`src/rtl/melody_sequencer_pkg.sv`:
```
// Shared types and constants for the melody sequencer.
// Latency: n/a (declarations only).
// Backpressure: n/a.
package melody_pkg;

    localparam int NOTE_W    = 4;
    localparam int MAX_NOTES = 8;
    localparam int IDX_W     = $clog2(MAX_NOTES);
    localparam int LEN_W     = 4;

    typedef logic [NOTE_W-1:0] note_t;

    typedef enum logic [1:0] {
        IDLE    = 2'd0,
        NOTE_ON = 2'd1,
        GAP     = 2'd2,
        DONE    = 2'd3
    } seq_state_t;

    localparam note_t NOTE_REST = 4'd0;

    // Lengths above the melody capacity play the whole melody.
    function automatic logic [LEN_W-1:0] clamp_len(input logic [LEN_W-1:0] len);
        return (len > LEN_W'(MAX_NOTES)) ? LEN_W'(MAX_NOTES) : len;
    endfunction

endpackage

```
`src/rtl/melody_sequencer_if.sv`:
```
// Controller <-> sequencer bundle: playback request, melody data, key preempt, note outputs.
// Latency: n/a (wiring only).
// Backpressure: start/busy/done handshake; start is dropped unless the sequencer is idle.
interface melody_sequencer_if;
    import melody_pkg::*;

    logic                        start;
    logic                        abort;
    logic [NOTE_W*MAX_NOTES-1:0] melody_in;
    logic [LEN_W-1:0]            length_in;
    logic                        key_valid;
    note_t                       key_note;
    note_t                       piezo_out;
    note_t                       led_out;
    logic [IDX_W-1:0]            note_idx;
    logic                        busy;
    logic                        done;

    modport master (
        output start, abort, melody_in, length_in, key_valid, key_note,
        input  piezo_out, led_out, note_idx, busy, done
    );

    modport slave (
        input  start, abort, melody_in, length_in, key_valid, key_note,
        output piezo_out, led_out, note_idx, busy, done
    );

endinterface

```
`src/rtl/melody_sequencer_tick_prescaler.sv`:
```
// Free-running divider producing a 1-cycle tick every CLK_DIV cycles.
// Latency: first tick CLK_DIV cycles after clear.
// Backpressure: hold freezes the count and suppresses the tick.
module tick_prescaler #(
    parameter int CLK_DIV = 5000000
) (
    input  logic clk,
    input  logic reset,
    input  logic i_clear,
    input  logic i_hold,
    output logic o_tick
);
    localparam int CNT_W = (CLK_DIV > 1) ? $clog2(CLK_DIV) : 1;

    logic [CNT_W-1:0] r_cnt;
    logic             w_wrap;

    assign w_wrap = (r_cnt == CNT_W'(CLK_DIV - 1));
    assign o_tick = w_wrap && !i_hold;

    // Count cycles; wrap at CLK_DIV-1, restart on clear, freeze on hold.
    always_ff @(posedge clk) begin
        if (reset || i_clear) begin
            r_cnt <= '0;
        end else if (!i_hold) begin
            r_cnt <= w_wrap ? '0 : r_cnt + CNT_W'(1);
        end
    end

endmodule

```
`src/rtl/melody_sequencer.sv`:
```
// Plays up to MAX_NOTES packed notes on piezo/LED with fixed note/gap timing; optional MELODY_SEQ_KEY_PREEMPT_EN key override.
// Latency: accepted start -> busy and note0 on the next cycle; done pulses one cycle after the last note.
// Backpressure: start is only taken in IDLE; abort returns to IDLE next cycle without a done pulse.
module melody_sequencer
    import melody_pkg::*;
#(
    parameter int CLK_DIV    = 5000000,
    parameter int NOTE_TICKS = 2,
    parameter int GAP_TICKS  = 1
) (
    input  logic                clk,
    input  logic                reset,
    melody_sequencer_if.slave   io_bus
);
    localparam int TCNT_W = 8;

    seq_state_t                  r_state;
    seq_state_t                  w_next_state;
    logic [NOTE_W*MAX_NOTES-1:0] r_melody;
    logic [LEN_W-1:0]            r_len;
    logic [IDX_W-1:0]            r_idx;
    logic [IDX_W-1:0]            w_next_idx;
    logic [TCNT_W-1:0]           r_ticks;
    logic                        w_accept;
    logic                        w_clear;
    logic                        w_hold;
    logic                        w_tick;
    note_t                       w_seq_note;

    assign w_accept = (r_state == IDLE) && io_bus.start && !io_bus.abort;
    // Every state entry restarts both the prescaler and the tick count, so slots are exact.
    assign w_clear  = (w_next_state != r_state);

`ifdef MELODY_SEQ_KEY_PREEMPT_EN
    logic  r_key_vld;
    note_t r_key_note;

    assign w_hold = io_bus.key_valid && ((r_state == NOTE_ON) || (r_state == GAP));

    // Register the held key so the override lines up with the sequencer's registered outputs.
    always_ff @(posedge clk) begin
        if (reset) begin
            r_key_vld  <= 1'b0;
            r_key_note <= NOTE_REST;
        end else begin
            r_key_vld  <= io_bus.key_valid;
            r_key_note <= io_bus.key_note;
        end
    end
`else
    assign w_hold = 1'b0;
`endif

    tick_prescaler #(
        .CLK_DIV (CLK_DIV)
    ) u_prescaler (
        .clk     (clk),
        .reset   (reset),
        .i_clear (w_clear),
        .i_hold  (w_hold),
        .o_tick  (w_tick)
    );

    // State, index and slot tick counter.
    always_ff @(posedge clk) begin
        if (reset) begin
            r_state <= IDLE;
            r_idx   <= '0;
            r_ticks <= '0;
        end else begin
            r_state <= w_next_state;
            r_idx   <= w_next_idx;
            if (w_clear) begin
                r_ticks <= '0;
            end else if (w_tick) begin
                r_ticks <= r_ticks + TCNT_W'(1);
            end
        end
    end

    // Melody and length are captured only when playback is accepted.
    always_ff @(posedge clk) begin
        if (reset) begin
            r_melody <= '0;
            r_len    <= '0;
        end else if (w_accept) begin
            r_melody <= io_bus.melody_in;
            r_len    <= clamp_len(io_bus.length_in);
        end
    end

    // Next-state and next-index decode; abort overrides everything.
    always_comb begin
        w_next_state = r_state;
        w_next_idx   = r_idx;
        if (io_bus.abort) begin
            w_next_state = IDLE;
            w_next_idx   = '0;
        end else begin
            case (r_state)
                IDLE: begin
                    w_next_idx = '0;
                    if (io_bus.start) begin
                        w_next_state = (clamp_len(io_bus.length_in) != '0) ? NOTE_ON : DONE;
                    end
                end
                NOTE_ON: begin
                    if (w_tick && (r_ticks == TCNT_W'(NOTE_TICKS - 1))) begin
                        w_next_state = ({1'b0, r_idx} == (r_len - LEN_W'(1))) ? DONE : GAP;
                    end
                end
                GAP: begin
                    if (w_tick && (r_ticks == TCNT_W'(GAP_TICKS - 1))) begin
                        w_next_state = NOTE_ON;
                        w_next_idx   = r_idx + IDX_W'(1);
                    end
                end
                DONE: begin
                    w_next_state = IDLE;
                    w_next_idx   = '0;
                end
                default: begin
                    w_next_state = IDLE;
                    w_next_idx   = '0;
                end
            endcase
        end
    end

    // Output decode from registered state; rests and gaps are silent.
    always_comb begin
        w_seq_note = NOTE_REST;
        if (r_state == NOTE_ON) begin
            w_seq_note = r_melody[r_idx*NOTE_W +: NOTE_W];
        end
    end

`ifdef MELODY_SEQ_KEY_PREEMPT_EN
    assign io_bus.piezo_out = r_key_vld ? r_key_note : w_seq_note;
`else
    assign io_bus.piezo_out = w_seq_note;
`endif
    assign io_bus.led_out  = io_bus.piezo_out;
    assign io_bus.note_idx = r_idx;
    assign io_bus.busy     = (r_state == NOTE_ON) || (r_state == GAP);
    assign io_bus.done     = (r_state == DONE);

endmodule

```
`src/flat_wrapper.sv`:
```
// flat-port wrapper written by rule: the top's interface ports become plain ports
module melody_sequencer_flat import melody_pkg::*;
#(
    parameter int CLK_DIV    = 5000000,
    parameter int NOTE_TICKS = 2,
    parameter int GAP_TICKS  = 1
)
  (clk, reset, io_bus_start, io_bus_abort, io_bus_melody_in, io_bus_length_in, io_bus_key_valid, io_bus_key_note, io_bus_piezo_out, io_bus_led_out, io_bus_note_idx, io_bus_busy, io_bus_done);
  melody_sequencer_if io_bus_i ();
  input  logic clk;
  input  logic reset;
  input wire logic [$bits(io_bus_i.start)-1:0] io_bus_start;
  input wire logic [$bits(io_bus_i.abort)-1:0] io_bus_abort;
  input wire logic [$bits(io_bus_i.melody_in)-1:0] io_bus_melody_in;
  input wire logic [$bits(io_bus_i.length_in)-1:0] io_bus_length_in;
  input wire logic [$bits(io_bus_i.key_valid)-1:0] io_bus_key_valid;
  input wire logic [$bits(io_bus_i.key_note)-1:0] io_bus_key_note;
  output wire logic [$bits(io_bus_i.piezo_out)-1:0] io_bus_piezo_out;
  output wire logic [$bits(io_bus_i.led_out)-1:0] io_bus_led_out;
  output wire logic [$bits(io_bus_i.note_idx)-1:0] io_bus_note_idx;
  output wire logic [$bits(io_bus_i.busy)-1:0] io_bus_busy;
  output wire logic [$bits(io_bus_i.done)-1:0] io_bus_done;
  assign io_bus_i.start = io_bus_start;
  assign io_bus_i.abort = io_bus_abort;
  assign io_bus_i.melody_in = io_bus_melody_in;
  assign io_bus_i.length_in = io_bus_length_in;
  assign io_bus_i.key_valid = io_bus_key_valid;
  assign io_bus_i.key_note = io_bus_key_note;
  assign io_bus_piezo_out = io_bus_i.piezo_out;
  assign io_bus_led_out = io_bus_i.led_out;
  assign io_bus_note_idx = io_bus_i.note_idx;
  assign io_bus_busy = io_bus_i.busy;
  assign io_bus_done = io_bus_i.done;
  melody_sequencer #(.CLK_DIV(CLK_DIV), .NOTE_TICKS(NOTE_TICKS), .GAP_TICKS(GAP_TICKS)) u_core (.clk(clk), .reset(reset), .io_bus(io_bus_i));
endmodule
```
`config.mk`:
```
export PLATFORM = sky130hd
export DESIGN_NAME = melody_sequencer_flat
export DESIGN_NICKNAME = d
export VERILOG_FILES = /design/src/rtl/melody_sequencer_pkg.sv /design/src/rtl/melody_sequencer_if.sv /design/src/rtl/melody_sequencer_tick_prescaler.sv /design/src/rtl/melody_sequencer.sv /design/src/flat_wrapper.sv
export SDC_FILE = /design/constraint.sdc
export NUM_CORES = 1
export LEC_CHECK = 0
export BUFFER_PORTS_ARGS = -buffer_cell sky130_fd_sc_hd__buf_2
export CAP_MARGIN = 0
export CORE_MARGIN = 2
export CORE_UTILIZATION = 54
export DETAILED_ROUTE_END_ITERATION = 7
export PLACE_DENSITY = 0.76
export SETUP_SLACK_MARGIN = 0.1
export SYNTH_ARGS = -nofsm -noshare
export SYNTH_HDL_FRONTEND = slang
export SYNTH_SLANG_ARGS = --single-unit
```
`constraint.sdc`:
```
create_clock -name clk -period 6.05 [get_ports clk]
set_clock_uncertainty 0.1 [all_clocks]
set_input_delay 0 -clock clk [delete_from_list [all_inputs] [get_ports clk]]
set_output_delay 0 -clock clk [all_outputs]
set_load 0.05 [all_outputs]
```
Yosys cells after proc, flatten, opt, wreduce, memory -nomap -nowiden
Index checks and enable logic that the tools add are counted.
{"block": "totals", "inputBits": 45, "out_inout_bits": 13, "reg_bits": 72, "wordCells": 47}
{"block": "classes", "n_shift": 1, "n_eq_ne": 8, "reduce_logical": 16, "mux": 11, "magnitude_cmp": 1, "n_addsub": 4}
{"operator": "$shiftx A32 B6 Y4", "n": 1}
{"operator": "$add A23 B1 Y23 const B", "n": 1}
{"operator": "$eq A23 B23 Y1 const B", "n": 1}
{"operator": "$mux W2", "n": 5}
{"operator": "$add A8 B1 Y8 const B", "n": 1}
{"operator": "$eq A8 B1 Y1 const B", "n": 1}
{"operator": "$logic_not A8 Y1", "n": 1}
{"operator": "$mux W4", "n": 2}
{"operator": "$pmux W2 S4", "n": 1}
{"operator": "$reduce_or A2 Y1", "n": 4}
{"operator": "$pmux W3 S2", "n": 1}
{"operator": "$eq A2 B2 Y1 const B", "n": 2}
{"operator": "$eq A3 B4 Y1", "n": 1}
{"operator": "$gt A4 B4 Y1 const B", "n": 1}
{"operator": "$logic_and A1 B1 Y1", "n": 4}
{"operator": "$reduce_bool A4 Y1", "n": 1}
{"operator": "$sub A4 B1 Y4 const B", "n": 1}
{"operator": "$add A3 B1 Y3 const B", "n": 1}
{"operator": "$mux W3", "n": 1}
{"operator": "$eq A2 B1 Y1 const B", "n": 1}
{"operator": "$logic_not A2 Y1", "n": 1}
{"operator": "$logic_or A1 B1 Y1", "n": 2}
{"operator": "$ne A2 B1 Y1 const B", "n": 1}
{"operator": "$ne A2 B2 Y1", "n": 1}
{"operator": "other kinds (4)", "n": 4}

Longest topological paths before layout
{"block": "depth", "depth_word": 10, "ltp_mapped": 12, "mapped_depth_nobuf": 8}

Cells and area by module
From an unflattened synthesis, not the netlist that was laid out.
{"block": "hier_totals", "cells_unflattened": 429, "area_unflattened_um2": 3679.8}
{"module": "melody_sequencer", "seq_area_each_um2": 980.9, "cells_per_inst": 299, "area_per_inst_um2": 2557.5, "instances": 1}
{"module": "tick_prescaler", "seq_area_each_um2": 460.4, "cells_per_inst": 130, "area_per_inst_um2": 1122.3, "instances": 1}

Worst setup path after synthesis
Ideal clock, no wire load.
{"block": "synth_timing", "kind": "reg2reg", "from": "reg u_core.r_idx[2], in the netlist u_core.io_bus.note_idx[2]", "to": "reg u_core.r_ticks[1]", "t_required_ns": 5.884, "arrival_ns": 2.723, "path_stages_with_launch": 9, "setup_time_ns": 0.066, "period_less_slack_ns": 2.889, "path_buffers": 3, "setup_slack_ns": 3.161, "cell_sequence": "dfxtp_1 > clkbuf_1 > o211ai_1 > a2111oi_0 > nor4b_1 > or4_1 > buf_6 > buf_12 > a21oi_2"}
{"block": "synth_via", "elab_chain_len": 7}
{"item": "start, declared", "line_no": "melody_sequencer.sv:21", "rtl": "logic [IDX_W-1:0] r_idx;"}
{"item": "start signal, assigned", "line_no": "melody_sequencer.sv:72", "rtl": "r_idx <= w_next_idx;"}
{"item": "$eq A3 B4 Y1", "line_no": "melody_sequencer.sv:109", "rtl": "w_next_state = ({1'b0, r_idx} == (r_len - LEN_W'(1))) ? DONE : GAP;"}
{"item": "$mux W1", "line_no": "melody_sequencer.sv:109"}
{"item": "$mux W2", "line_no": "melody_sequencer.sv:108", "rtl": "if (w_tick && (r_ticks == TCNT_W'(NOTE_TICKS - 1))) begin"}
{"item": "$pmux W2 S4", "line_no": "melody_sequencer.sv:100", "rtl": "case (r_state)"}
{"item": "$mux W2", "line_no": "melody_sequencer.sv:96", "rtl": "if (io_bus.abort) begin"}
{"item": "$ne A2 B2 Y1", "line_no": "melody_sequencer.sv:32", "rtl": "assign w_clear = (w_next_state != r_state);"}
{"item": "$reduce_or A2 Y1 (no line)"}
{"item": "end signal, assigned", "line_no": "melody_sequencer.sv:76", "rtl": "r_ticks <= r_ticks + TCNT_W'(1);"}
{"item": "end, declared", "line_no": "melody_sequencer.sv:23", "rtl": "logic [TCNT_W-1:0] r_ticks;"}
No other way between the ends.
A chain may end at the register's enable or synchronous reset.

Worst setup path in the final report
{"block": "layout_timing", "from": "reg u_core.r_idx[0], in the netlist u_core.io_bus.note_idx[0]", "to": "reg u_core.u_prescaler.r_cnt[17]"}
{"block": "layout_via", "elab_chain_len": 8}
{"item": "$eq A3 B4 Y1", "line_no": "melody_sequencer.sv:109"}
{"item": "$mux W1", "line_no": "melody_sequencer.sv:109"}
{"item": "$mux W2", "line_no": "melody_sequencer.sv:108"}
{"item": "$pmux W2 S4", "line_no": "melody_sequencer.sv:100"}
{"item": "$mux W2", "line_no": "melody_sequencer.sv:96"}
{"item": "$ne A2 B2 Y1", "line_no": "melody_sequencer.sv:32"}
{"item": "$logic_or A1 B1 Y1", "line_no": "melody_sequencer_tick_prescaler.sv:23", "rtl": "if (reset || i_clear) begin"}
{"item": "$reduce_or A2 Y1 (no line)"}
{"item": "end signal, assigned", "line_no": "melody_sequencer_tick_prescaler.sv:26", "rtl": "r_cnt <= w_wrap ? '0 : r_cnt + CNT_W'(1);"}
{"item": "end, declared", "line_no": "melody_sequencer_tick_prescaler.sv:15", "rtl": "logic [CNT_W-1:0] r_cnt;"}
No other way between the ends.

==> impl_metrics.yaml <==
worst_setup_path:
  r2r_cells: 6
  crit_path_end_kind: "register"
  rr_endpoint: "u_core.u_prescaler.r_cnt[17]$_SDFF_PP0_"
  cp-startpoint: "u_core.io_bus.note_idx[0]$_SDFFE_PP0P_"
  crit_arrival_ps: 3580
  criticalPathCategory: "register to register"
  cp_max_fo: 19
  r2r_start: "u_core.io_bus.note_idx[0]$_SDFFE_PP0P_"
  critPathLaunchType: "register"
  ff2ff_setup_slack_ps: 2630
  cp_data_required_time_ps: 6210
  cp-endpoint: "u_core.u_prescaler.r_cnt[17]$_SDFF_PP0_"
sta:
  finalMaxSlewViolations: 0
  fin_setup_tns_ps: 0
  hold_viol_final: 0
  tightest_slew_ps: 1070
  fin_crit_ps: 3420
  max-slew-margin-rel_pct: 28.2
  finalCritPeriodShare_pct: 56.5
  setup_viol: 0
  rsz0062_at_grt: "false"
  max_freq_mhz: 293
cells_and_area:
  fillers: 539
  multiInputGateArea_mm2: 0.00210
  drive_above_1_share_pct: 17.7
  area_growth_pct: 19.7
  antenna_cells: 0
  nets: 566
  regArea_mm2: 0.00144
yosys:
  yosysWarnings: 0
  ys_seq_elements: 72
  synthesis.area_mm2: 0.00374
  synth_top_area_share_pct: 38.6
  synth_seq_area_share_pct: 38.6
  synth_cells: 441
  ys_types: 48
  syn-num-nets: 497
  async_reset_ff_share_pct: 0
  synth_area_leaders: "dfxtp_1 (39%), nand2_1 (8.6%), a21oi_1 (7.0%), mux4_2 (4.8%), xnor2_1 (4.2%)"
  synth_edf_count: 0
  synth-main-ff-cell: "dfxtp_1"
  synth_largest_area_cell: "dfxtp_1"
  avgSynthCellArea_um2: 8.47
die:
  rows: 30
  io_pins: 58
  dieArea_mm2: 0.00760
  coreArea_mm2: 0.00676
  initial_core_util_pct: 55.3
  die_h_um: 87.2
  die_x_um: 87.2
global_route:
  grt_pass1_wl_um: 14400
  antenna_found_initial: 0
  overflow: 0
  grt_pass1_vias: 3165
  grt_usage_pct: 24.1
  grt_max_degree: 43
cts:
  cts.repair.resized: 0
  clk_pin_slew_worst_paths_ps: 70
  cts_tree: "yes"
  holdBufCountCts: 37
  cts_made_buffers: 9
  htreeDepth: 3
  insertion_delay_ps: 340
  cts_root_buf: "clkbuf_8"
  post-cts-setup-buffer-count: 0
  cts.sinks: 72
  clockBufferDepth: 2
power:
  vdd.ir_drop.worst_v: 0.000158
  total_power_uw: 917
  pwr_density_cell_mw_per_mm2: 205
  p_leak_uw: 0.00169
run:
  drv_cap: 0
route:
  post_drt_wl_per_cell_um: 14.2
  viasPerCell: 5.52
  num_vias: 3275
  drc: 0
  ant_nets: 0
  drtIter0Drc: 151
  firstDrtPassIters: 5
  routed_wl_um: 8440
placed_design:
  port_buffers: 52
  hpwl_um: 5340
  gp_congestion: 0.827
outcome:
  run_status: "finished clean"
hold_path:
  worstHoldPathType: "input port to register"
==> flip-flops by register name, summed over array words and instances, names as in the netlist <==
signal	cells
u_core.io_bus.note_idx	3
u_core.u_prescaler.r_cnt	23
u_core.r_ticks	8
u_core.r_melody	32
u_core.r_len	4
u_core.r_state	2
==> layout by cell type (no fill, tap or decap), drive strengths merged, types with 5 or more instances in the layout <==
cell type and instances:
and4 12, nor3 10, clkbuf 10, mux4 8, ha 11, nor4 5, nand4 11, buf 54
a21oi 62, xor2 14, dlygate4sd3 37, inv 9, dfxtp 72, nand3 11, nor2 24, xnor2 18
and3 9, nand2 86
==> cells in the mapped netlist, drive strengths merged, types with 2 or more instances <==
library cell  count
a2111oi           2
nand3            11
or2               2
nand2            86
nor2             24
dfxtp            72
nor4              5
inv               9
buf              12
xor2             14
clkbuf           21
nand4b            2
mux2i             4
a32oi             2
ha               11
nor3             10
xnor2            18
o21ai             2
nor3b             4
nand4            11
a21oi            62
nor4b             3
and4             12
nor2b             4
and2              4
mux4              8
a21o              3
and3              9
or4               3
==> layer usage <==
| metal | track usage [%] | routed length (um) |
|---|---|---|
| met1 | 29.8 | 3720 |
| met2 | 41.2 | 4240 |
| met3 | 4.17 | 324 |
| met4 | 10.3 | 151 |
| met5 | 0 | 0 |
==> through the flow <==
| stage | setup slack [ps] | std cells | hold WS (ps) | cell area, um^2 | util, % |
|---|---|---|---|---|---|
| 6_report | 2630 | 593 | 45.6 | 4470 | 66.2 |
| 3_5_place_dp | 2610 | 542 | 145 | 3950 | 58.5 |
| 5_1_grt | 2280 | 593 | 83.8 | 4470 | 66.2 |
| 3_3_place_gp | 2670 | 542 | 141 | 3950 | 58.5 |
| 2_1_floorplan | 3160 | 441 | 36.0 | 3740 | - |
| 4_1_cts | 2600 | 593 | 21.3 | 4470 | 66.2 |
==> worst min path at each step <==
stage,startpoint,end,slack (ps),depth (start not counted)
4_1_cts,io_bus_start,u_core.r_state[1]$_SDFF_PP0_,20,5
2_1_floorplan,io_bus_melody_in[10],u_core.r_melody[10]$_SDFFE_PP0P_,40,2
5_1_grt,io_bus_start,u_core.r_state[0]$_SDFF_PP0_,80,4
3_3_place_gp,io_bus_melody_in[11],u_core.r_melody[11]$_SDFFE_PP0P_,140,3
6_report,io_bus_start,u_core.r_state[1]$_SDFF_PP0_,50,4
3_5_place_dp,io_bus_melody_in[4],u_core.r_melody[4]$_SDFFE_PP0P_,140,3
==> logic make-up (layout without fill, tap and decap cells) <==
kind of cell	count (synthesis)	count (layout)	share of synthesized area, %
AOI/OAI and AO/OA	77	77	12.5
xor gates and xnor gates	32	32	7.50
DFF	72	72	38.6
muxes	13	13	6.19
and+or+nand+nor	194	194	26.2
adders and majority gates	11	11	3.68
buffers and inverters	42	114	5.36
==> where the power goes <==
part	leakage [uW]	switching [uW]	internal [uW]	total, uW
combinational	0.00103	63.1	51.1	114
sequential	0.000584	8.77	488	497
clock	0.0000817	163	143	306
total	0.00169	235	682	917
==> critical path, cell delays in order, from the launching register on <==
cell	delay [ps]
dfxtp_1	810
xor2_1	200
o211ai_1	100
a2111oi_0	740
nor4b_1	150
or4_1	960
a21oi_1	280
==> cell type report <==
| class | instances | share of cell area, % |
|---|---|---|
| clock buffers | 10 | 2.85 |
| clock inverters | 4 | 0.531 |
| inverters | 9 | 0.755 |
| multi-input cells | 327 | 47.0 |
| flip-flops and latches | 72 | 32.2 |
| well taps | 80 | 2.24 |
| repair buffers | 91 | 14.4 |
No activity file was read; power rests on OpenSTA's default activity.
